File: src/rtl/write_xfer_ctl.sv
// Write transfer controller: locks onto the arbiter-granted port and moves its packet
// word by word into a registered valid/ready SRAM write stage, truncating at MAX_WORDS.
module write_xfer_ctl #(
  parameter int NUM_PORTS = 16,
  parameter int SEL_W     = 4,
  parameter int DATA_W    = 16,
  parameter int MAX_WORDS = 64,
  parameter int CNT_W     = 7
) (
  input  logic                        clk,
  input  logic                        rst,
  input  logic [NUM_PORTS-1:0]        req,
  input  logic [SEL_W-1:0]            select,
  input  logic [NUM_PORTS*DATA_W-1:0] port_data,
  input  logic [NUM_PORTS-1:0]        port_valid,
  input  logic [NUM_PORTS-1:0]        port_eop,
  output logic [NUM_PORTS-1:0]        port_ready,
  output logic                        wr_valid,
  input  logic                        wr_ready,
  output logic [DATA_W-1:0]           wr_data,
  output logic                        wr_sop,
  output logic                        wr_eop,
  output logic [SEL_W-1:0]            wr_port,
  output logic                        grant_ack,
  output logic                        busy,
  output logic                        err_trunc
);

  // state | meaning
  // IDLE  | waiting for req[select]
  // GRANT | one cycle, acknowledge grant to arbiter
  // XFER  | moving words into the output register
  // FLUSH | packet truncated, discarding remaining words
  // DONE  | waiting for the last word to drain
  typedef enum logic [2:0] {IDLE, GRANT, XFER, FLUSH, DONE} state_t;

  localparam logic [CNT_W-1:0] CNT_LAST = CNT_W'(MAX_WORDS - 1);

  state_t               state, state_nxt;
  logic [SEL_W-1:0]     cur_port;
  logic [CNT_W-1:0]     cnt;
  logic [DATA_W-1:0]    cur_data;
  logic                 cur_valid, cur_eop, sel_req;
  logic [NUM_PORTS-1:0] cur_onehot;
  logic                 load_ok, accept, at_limit;

  // Out-of-range select never matches a port, so it reads as req=0.
  always_comb begin
    cur_data   = '0;
    cur_valid  = 1'b0;
    cur_eop    = 1'b0;
    cur_onehot = '0;
    sel_req    = 1'b0;
    for (int i = 0; i < NUM_PORTS; i++) begin
      if (cur_port == SEL_W'(i)) begin
        cur_data      = port_data[i*DATA_W +: DATA_W];
        cur_valid     = port_valid[i];
        cur_eop       = port_eop[i];
        cur_onehot[i] = 1'b1;
      end
      if (select == SEL_W'(i)) sel_req = req[i];
    end
  end

  assign load_ok   = !wr_valid || wr_ready;
  assign at_limit  = (cnt == CNT_LAST);
  assign grant_ack = (state == GRANT);
  assign busy      = (state != IDLE);

  always_ff @(posedge clk or negedge rst) begin
    if (!rst) state <= IDLE;
    else      state <= state_nxt;
  end

  always_comb begin
    state_nxt  = state;
    port_ready = '0;
    accept     = 1'b0;
    case (state)
      IDLE:  if (sel_req) state_nxt = GRANT;
      GRANT: state_nxt = XFER;
      XFER: begin
        port_ready = load_ok ? cur_onehot : '0;
        accept     = cur_valid && load_ok;
        if (accept) begin
          if (cur_eop)       state_nxt = DONE;
          else if (at_limit) state_nxt = FLUSH;
        end
      end
      FLUSH: begin
        port_ready = cur_onehot;
        if (cur_valid && cur_eop) state_nxt = DONE;
      end
      DONE:    if (load_ok) state_nxt = IDLE;
      default: state_nxt = IDLE;
    endcase
  end

  always_ff @(posedge clk or negedge rst) begin
    if (!rst) begin
      cur_port  <= '0;
      cnt       <= '0;
      wr_valid  <= 1'b0;
      wr_data   <= '0;
      wr_sop    <= 1'b0;
      wr_eop    <= 1'b0;
      wr_port   <= '0;
      err_trunc <= 1'b0;
    end else begin
      err_trunc <= 1'b0;
      if (state == IDLE && sel_req) cur_port <= select;
      if (state == GRANT) begin
        cnt     <= '0;
        wr_port <= cur_port;
      end
      if (accept) begin
        wr_valid  <= 1'b1;
        wr_data   <= cur_data;
        wr_sop    <= (cnt == '0);
        wr_eop    <= cur_eop || at_limit;
        err_trunc <= !cur_eop && at_limit;
        cnt       <= cnt + 1'b1;
      end else if (wr_ready) begin
        wr_valid <= 1'b0;
        wr_sop   <= 1'b0;
        wr_eop   <= 1'b0;
      end
    end
  end

endmodule
File: config.mk
export PLATFORM = sky130hd
export DESIGN_NAME = write_xfer_ctl
export DESIGN_NICKNAME = d
export VERILOG_FILES = /design/src/rtl/write_xfer_ctl.sv
export SDC_FILE = /design/constraint.sdc
export NUM_CORES = 1
export LEC_CHECK = 0
export CAP_MARGIN = 15
export CORE_AREA = 2 2 135 137
export CTS_CLUSTER_DIAMETER = 30
export DETAILED_ROUTE_END_ITERATION = 16
export DIE_AREA = 0 0 137 139
export PLACE_DENSITY = 0.64
export SYNTH_ARGS = -nofsm -noshare
export SYNTH_HDL_FRONTEND = slang
export SYNTH_SLANG_ARGS = --single-unit
File: constraint.sdc
create_clock -name clk -period 6.4 [get_ports clk]
set_clock_uncertainty 0.2 [all_clocks]
set_input_delay 1.28 -clock clk [delete_from_list [all_inputs] [get_ports clk]]
set_output_delay 1.28 -clock clk [all_outputs]
set_load 0.005 [all_outputs]
==> impl_results.md <==
* Total number of vias at 5,915
* Leak Pwr at around 3.2 nW
* WS Path Type: primary input to output port
* GPL Wtd Cong at 0.877
* Placed inst area at 8260 um^2
* Fmax achieved at 210 MHz
* RR Startpoint: cur_port[1]
* Fraction of registers with async set/reset at 100%
* Clk slew on worst S/H paths at 0.05 ns
* Tmin final at 4.76 ns
* Layout Nets at approximately 1,200
* DRT iter0 DRCs at ~380
* #FFs+latches synth at 38
* CTS buffer count at 5
* EDFF count, synth at 0
* Pwr Density at 367 nW/um^2
* Vias in the first global route at a little under 6,000
* Register area at 958 um^2
* Final WL at 24,700 um
* Reg2reg end: wr_data[9]
* Avg Cell Area, Syn at 8.26 um^2
* Critical path arrival at 3.28 ns
* Placed wire-length estimate at 20,100 um
* Mapped cell area at 4640 um^2
* DRC viols at 0
* Worst hold stages at 2
* Clk_lat worst skew at 0.28 ns
* Pin slew with the least headroom to its limit at around 0.88 ns
* Outcome: completed
* Hold path endpoint: wr_data[11]
* Top FF cell, synth: dfrtp_1
* Mapped Cells at 562
* Post-synth top cells: 65 x o21ai_0, 56 x nand2_1, 40 x nor2_1
* Pins over their slew limit at 0
* Max Root-Sink Buffers at 2
* Row count at between 40 and 50
* 1st-pass router iterations at 4
* CTS Root Cell: clkbuf_16
* Final setup vio count at 0
* Final worst slack at roughly 1.6 ns
* WL per Instance at 22.2 um
* Most common cell in the netlist: o21ai_0
* Yosys warning count at 0
* Clock sinks at 38
* H-tree depth at 2
* Max cap viols at 0
* CP Capture Type: output port
* Pin count of the biggest net entering global routing at 60
* Setup WS pre-CTS at between 1.5 and 2 ns
* RSZ-0062 raised after global routing: no
* Yosys cell types at 65
* Core ar. at 17,700 um^2
* CTS tree: done
* Num ports at 353
* Synth-to-layout area growth at 81.8%
* Layout cells sized above 1 at around 8.7%
* Die X at 137 um
* Hold Crit Start: wr_data[11]
* Non-filler cells, final at 1,114
* Final count of hold timing violations at 0
* Setup_tns at 0 ns
* Peak VDD IR at 0.164 mV
* Post-DRT Antenna Nets at 0
* CTS Hold Bufs at 0
* Finished Cell Area at approximately 8400 um^2
* Layout fillers at ~1,700
* First-pass GRT wire length at 36,500 um
* Syn_nets at a little under 900
* Sequential area share after synthesis at 20.5%
* HP Class: flop to flop
* Gates resized, CTS repair at 0
* I/O Buffers at ~350
* Vias per cell at about 5.3
* Grt ovf at 0
* Crit-path max FO at 14
* FF-to-FF setup slack at 2.13 ns
* Max_slew headroom at 41.2%
* Multi-input gate area at 3360 um^2
* Critical Path RT at between 4 and 5 ns
* Worst-case reg-to-reg path depth at 8
* Startpoint Class: primary input
* Post-route total power at 3.10 mW
* Die height at between 100 and 150 um
* Die ar. at approximately 19,000 um^2
* Initial Util at 26.3%
* Post-CTS setup buffer count at 0
* Share of the synthesized area in the top cell type at 20.5%
* Part of the cycle the worst path needs at 74.4%
* Synth top area cells: dfrtp_1 20%, mux4_2 13%, mux2i_1 7.8%
* Initial antenna violation count at 4
* Dominant cell type by area after synthesis: dfrtp_1
* Placed Cells at 1,104
* GRT Util Overall at 25.5%
cell type report:
| cell class | count | area share (%) |
|---|---|---|
| Timing Repair Buffer | 366 | 42.9 |
| Multi-Input combinational cell | 461 | 39.8 |
| Sequential cell | 38 | 11.4 |
| Tap cell | 229 | 3.39 |
| Clock buffer | 7 | 1.69 |
| Inverter | 10 | 0.445 |
| Clock inverter | 1 | 0.356 |
| Antenna cell | 2 | 0.0593 |
flip-flops by register name, summed over array words and instances (netlist names):
register   flops
cnt            7
cur_port       4
err_trunc      1
state          3
wr_data       16
wr_eop         1
wr_port        4
wr_sop         1
wr_valid       1
critical path, stage by stage:
cell and delay (ns):
clkdlybuf4s50_1 0.49, nand2b_1 0.27, o21ai_1 0.09, buf_4 0.20, nand2b_1 0.27, nor2_1 0.16
clkdlybuf4s50_1 0.51
report_power, final:
part           total (mW)  switching, mW  internal [mW]
logic                2.30           1.27           1.03
clock network       0.288         0.0930          0.195
registers           0.511          0.172          0.339
how the worst max path moves through the flow:
stage,from,to,slack [ns]
after floorplan,wr_ready,port_ready[10],2.67
after global placement,wr_ready,port_ready[1],1.68
after detailed placement,wr_ready,port_ready[2],1.65
after CTS,wr_ready,port_ready[3],1.63
after global routing,wr_ready,port_ready[2],1.48
final,wr_ready,port_ready[3],1.64
routing by layer:
metal  track usage, %  share of wire [%]  up-vias
li1                 -                  -     2797
met1             32.9                 41     2825
met2             43.7                 50      262
met3             4.28                6.7       29
met4             6.57                2.3        2
met5                0              0.057        -
per-stage QoR:
| step | hold slack [ns] | utilization, % |
|---|---|---|
| after floorplan | 0.270 | - |
| after global placement | 0.262 | 46.8 |
| after detailed placement | 0.270 | 46.8 |
| after CTS | 0.283 | 47.8 |
| after global routing | 0.300 | 47.8 |
| final | 0.279 | 47.8 |
kinds of logic after synthesis:
group	Yosys count	synth area share (%)
flip-flops	38	20.5
adder cells (fa/ha/maj)	2	0.539
AO/OA/AOI/OAI	209	29.6
buffers and inverters	63	7.19
AND/OR/NAND/NOR	170	17.4
XOR/XNOR	1	0.189
multiplexers	79	24.6
cell usage in the layout (no fill, tap or decap), types with 5 or more instances in the layout:
| master | n |
|---|---|
| mux4_2 | 26 |
| nor2b_1 | 11 |
| nor3_1 | 17 |
| a21oi_1 | 39 |
| o22ai_1 | 25 |
| a221oi_1 | 7 |
| clkbuf_16 | 5 |
| nand3_1 | 16 |
| nand2b_1 | 8 |
| a211oi_1 | 6 |
| o221ai_1 | 6 |
| buf_4 | 14 |
| mux2i_1 | 36 |
| inv_1 | 9 |
| a22oi_1 | 8 |
| a21o_1 | 7 |
| a31oi_1 | 6 |
| mux2_2 | 15 |
| nand2_1 | 56 |
| dfrtp_1 | 36 |
| nor2_1 | 40 |
| o21ai_0 | 64 |
| clkdlybuf4s50_1 | 351 |
No activity file was read; power rests on OpenSTA's default activity.
